File: src/rtl/fifo_bus_reader.sv
// Drains a slave FIFO over a simple select/address bus, one word at a time,
// handing each captured word downstream through a valid/ready holding stage.
module fifo_bus_reader #(
   parameter int unsigned POLL_LIMIT = 16
) (
   input  logic        clk,
   input  logic        reset_n,
   input  logic        start,
   input  logic [7:0]  base_addr,
   input  logic [5:0]  max_words,
   output logic        m_sel,
   output logic        m_wr,
   output logic [7:0]  m_address,
   output logic [31:0] m_din,
   input  logic [31:0] s_dout,
   input  logic [5:0]  s_fifo_cnt,
   input  logic [5:0]  s_fifo_flag,
   output logic [31:0] out_data,
   output logic        out_valid,
   input  logic        out_ready,
   output logic        busy,
   output logic        done,
   output logic        err,
   output logic [5:0]  word_count
);

   localparam int unsigned PW   = $clog2(POLL_LIMIT + 1);
   localparam int unsigned AW   = 8;
   localparam int unsigned CW   = 6;
   localparam int unsigned DW   = 32;

   typedef enum logic [2:0] {IDLE, STAT, READ, CAPT, HOLD, DONE} state_t;

   state_t          state, state_n;
   logic [AW-1:0]   addr, addr_n;
   logic [CW-1:0]   max_q, max_n;
   logic [PW-1:0]   poll, poll_n;
   logic [DW-1:0]   data_n;
   logic            valid_n;
   logic            err_n;
   logic [CW-1:0]   wc_n;
   logic            fifo_empty;
   logic            unused_flags;

   assign fifo_empty   = s_fifo_flag[1] | (s_fifo_cnt == CW'(0));
   assign unused_flags = &{1'b0, s_fifo_flag[4:2], s_fifo_flag[0]};

   // Read-only master: write strobe and write data are permanently tied off.
   assign m_wr  = 1'b0;
   assign m_din = DW'(0);

   // Next-state and datapath update.
   always_comb begin
      state_n = state;
      addr_n  = addr;
      max_n   = max_q;
      poll_n  = poll;
      data_n  = out_data;
      valid_n = out_valid;
      err_n   = err;
      wc_n    = word_count;
      case (state)
         IDLE: begin
            if (start) begin
               addr_n  = base_addr;
               max_n   = max_words;
               wc_n    = CW'(0);
               err_n   = 1'b0;
               poll_n  = PW'(0);
               state_n = STAT;
            end
         end
         STAT: begin
            if (!fifo_empty) begin
               poll_n  = PW'(0);
               state_n = READ;
            end else if (max_q == CW'(0)) begin
               state_n = DONE;
            end else if (poll == PW'(POLL_LIMIT - 1)) begin
               err_n   = 1'b1;
               state_n = DONE;
            end else begin
               poll_n  = PW'(poll + PW'(1));
            end
         end
         READ: state_n = CAPT;
         CAPT: begin
            // A read error discards the word rather than passing it on.
            if (s_fifo_flag[5]) begin
               err_n   = 1'b1;
               state_n = DONE;
            end else begin
               data_n  = s_dout;
               valid_n = 1'b1;
               wc_n    = CW'(word_count + CW'(1));
               state_n = HOLD;
            end
         end
         HOLD: begin
            if (out_ready) begin
               valid_n = 1'b0;
               if ((max_q != CW'(0)) && (word_count == max_q)) state_n = DONE;
               else                                            state_n = STAT;
            end
         end
         DONE:    state_n = IDLE;
         default: state_n = IDLE;
      endcase
   end

   // State and registered outputs; bus outputs are decoded from the next state.
   always_ff @(posedge clk or negedge reset_n) begin
      if (!reset_n) begin
         state      <= IDLE;
         addr       <= AW'(0);
         max_q      <= CW'(0);
         poll       <= PW'(0);
         out_data   <= DW'(0);
         out_valid  <= 1'b0;
         err        <= 1'b0;
         word_count <= CW'(0);
         m_sel      <= 1'b0;
         m_address  <= AW'(0);
         busy       <= 1'b0;
         done       <= 1'b0;
      end else begin
         state      <= state_n;
         addr       <= addr_n;
         max_q      <= max_n;
         poll       <= poll_n;
         out_data   <= data_n;
         out_valid  <= valid_n;
         err        <= err_n;
         word_count <= wc_n;
         m_sel      <= (state_n == READ);
         m_address  <= (state_n == IDLE) ? AW'(0) : addr_n;
         busy       <= (state_n != IDLE);
         done       <= (state_n == DONE);
      end
   end

endmodule

File: config.mk
export PLATFORM = sky130hd
export DESIGN_NAME = fifo_bus_reader
export DESIGN_NICKNAME = d
export VERILOG_FILES = /design/src/rtl/fifo_bus_reader.sv
export SDC_FILE = /design/constraint.sdc
export NUM_CORES = 1
export LEC_CHECK = 0
export ABC_AREA = 1
export CAP_MARGIN = 20
export CORE_MARGIN = 3
export CORE_UTILIZATION = 40
export DETAILED_ROUTE_END_ITERATION = 7
export PLACE_DENSITY = 0.76
export SYNTH_ARGS = -nofsm -noshare
export SYNTH_HDL_FRONTEND = slang
export SYNTH_SLANG_ARGS = --single-unit
File: constraint.sdc
create_clock -name clk -period 4.6 [get_ports clk]
set_input_delay 1.15 -clock clk [delete_from_list [all_inputs] [get_ports clk]]
set_output_delay 1.15 -clock clk [all_outputs]
set_load 0.1 [all_outputs]
==> results.cfg <==
[global_route]
grt_use_met1_pct = 18.0
gr-total-overflow = 0
grt_max_degree = 74
grt_use_met2_pct = 26.2
antenna_found_initial = 0
use_met3_pct = 6.79
grt_pass1_vias = 2589
grt_busiest_layer = met2
track_usage_pct = 15.6
grt_pass1_wl_mm = 12.1

[routing]
drt_wl_total_mm = 7.24
firstDrtPassIters = 4
drc = 0
via_per_inst = 4.56
avgRoutedWirePerCell_um = 13.2
vias = 2499
ant_nets = 0
drt_iter0_drc = 110

[worst_setup_path]
regToRegSetupSlack_ns = 2.72
crit_path_end = word_count[0]
endpoint_kind = output port
crit_fanout = 6
r2r-start = state[2]
r2r-end = word_count[4]
cp-startpoint = word_count[0]
crit_family = buffers and inverters
crit_buf_inv = 1
crit_path_top_delay_cell = clkdlybuf4s50_1
cp_cell_sequence = clkdlybuf4s50_1
cp_num_cells = 1
crit_path_start_kind = flip-flop
required_ns = 3.45
critPathArrivalTime_ns = 1.98
reg2reg_depth = 10
max_stage_delay_ns = 1.18
worstSetupPathType = flip-flop to output port

[hold_path]
hold_class = flip-flop to flip-flop

[placement]
gp_congestion = 0.800
dpl_cell_area_um2 = 4420
hpwl_mm = 5.34
port_buffers = 108

[yosys]
yosysMostFrequentCell = dfrtp_1
synth_common_cells = dfrtp_1 (73), nand2_1 (59), buf_4 (37)
synthSimpleGateAreaFrac_pct = 15.7
synth_top_family_by_area = simple AND/OR/NAND/NOR gates
synth-xor-area-share_pct = 1.81
synth_compound_area_share_pct = 4.66
synth.area.mux_share_pct = 10.6
ys_async_sr_fraction_pct = 100
synth_fa_ha_area_share_pct = 1.11
syn-cell-area_um2 = 3390
ys_types = 25
yosysSeqAreaShare_pct = 54.0
synth_area_leaders = dfrtp_1 (54%), mux2_2 (11%), buf_4 (8.2%), nand2_1 (6.5%), inv_1 (3.0%)
ys_ff_latch = 73
ys_dominant_reg_cell = dfrtp_1
syn_inst = 330
synth_top_area_share_pct = 54.0
synth_top_cell_by_area = dfrtp_1
synth_edf_count = 0
syn_area_per_cell_um2 = 10.3
yosysWarnings = 0

[cells_and_area]
layout.nets = 506
fin_area_um2 = 4630
num_antenna_cells = 0
drive_above_1_share_pct = 15.0
syn_to_final_growth_pct = 36.8

[job]
drv_cap = 0

[clocking]
cts_buffer_depth = 2
cts_setup_buffers = 0
h-tree-depth = 3
numCtsBuffers = 9
hold_buffers = 0
cts_sinks = 73
post_cts_resized = 0
tritoncts = done
clk_latency_ns = 0.35
cts-root-buf = clkbuf_8
clk_pin_slew_ns = 0.08

[floorplanning]
die_h_um = 98
start_util_pct = 42.5
num_rows = 32
ios = 146
core_area_um2 = 7970
dieArea_um2 = 9600
die-width_um = 98

[timing]
maxSlewHeadroom_pct = 32.7
fin_crit_sh_pct = 68.0
worst_clock_skew_ns = 0.0138
setup_violations = 0
rsz0062_at_grt = false
maxSlewViolCount = 0
tightest_slew_ns = 1.01
fmax_ghz = 0.319
fin_crit_ns = 3.13
fin_setup_tns_ns = 0
finalHoldViolCount = 0

[run_status]
status = finished clean
through the flow:
stage / hold WS [ns] / cells / util [%] / worst slack, ns
global placement: 0.461 / 532 / 55.5 / 1.77
floorplan: 0.449 / 362 / - / 2.48
detailed placement: 0.471 / 532 / 55.5 / 1.73
global route: 0.526 / 548 / 58.1 / 1.41
finish: 0.484 / 548 / 58.1 / 1.47
CTS: 0.495 / 548 / 58.1 / 1.47
layout by cell type, fill, tap and decap left out, types with 4 or more instances in the layout:
cell / count
xnor2_1: 4
dfrtp_1: 73
nand3_1: 10
nor2_2: 5
o21ai_1: 9
nand2_4: 4
clkdlybuf4s50_1: 107
conb_1: 33
nand2_1: 59
mux2_2: 32
nor2_1: 19
o21ai_0: 5
inv_1: 27
inv_2: 4
a21oi_1: 15
clkbuf_8: 9
or2_1: 7
per-layer routing:
metal | vias up | share of wire (%)
li1 | 1200 | -
met1 | 1201 | 40
met2 | 84 | 51
met3 | 14 | 8.1
met4 | 0 | 1.5
met5 | - | 0
sequential cells by signal, indices dropped and copies added (netlist names):
register and count:
state 3, m_address 8, err 1, out_data 32, out_valid 1, word_count 6
poll 5, m_sel 1, busy 1, addr 8, max_q 6, done 1
kinds of logic after synthesis:
kind of cell,after synthesis
AO/OA/AOI/OAI,30
XOR/XNOR,7
adder cells (fa/ha/maj),3
buffers and inverters,71
flip-flops,73
multiplexers,32
other,1
AND/OR/NAND/NOR,113
final cells by class:
| type | count | area, um2 |
|---|---|---|
| well taps | 102 | 128 |
| flip-flops and latches | 73 | 1830 |
| clock inverters | 5 | 78.8 |
| multi-input cells | 218 | 1270 |
| inverters | 31 | 116 |
| clock buffers | 11 | 131 |
| fillers | 688 | 3340 |
| repair buffers | 108 | 1080 |
worst min-delay path by stage:
stage                     cells after the start    startpoint           end
after floorplan                               2       poll[3]       poll[3]
after global routing                          1  out_data[16]  out_data[16]
after CTS                                     2       poll[3]       poll[3]
final                                         2       poll[3]       poll[3]
after detailed placement                      2     out_valid     out_valid
after global placement                        2     out_valid     out_valid
Power is not shown: default switching activity piles up to over one toggle a cycle in this logic, so the estimate is an artifact.
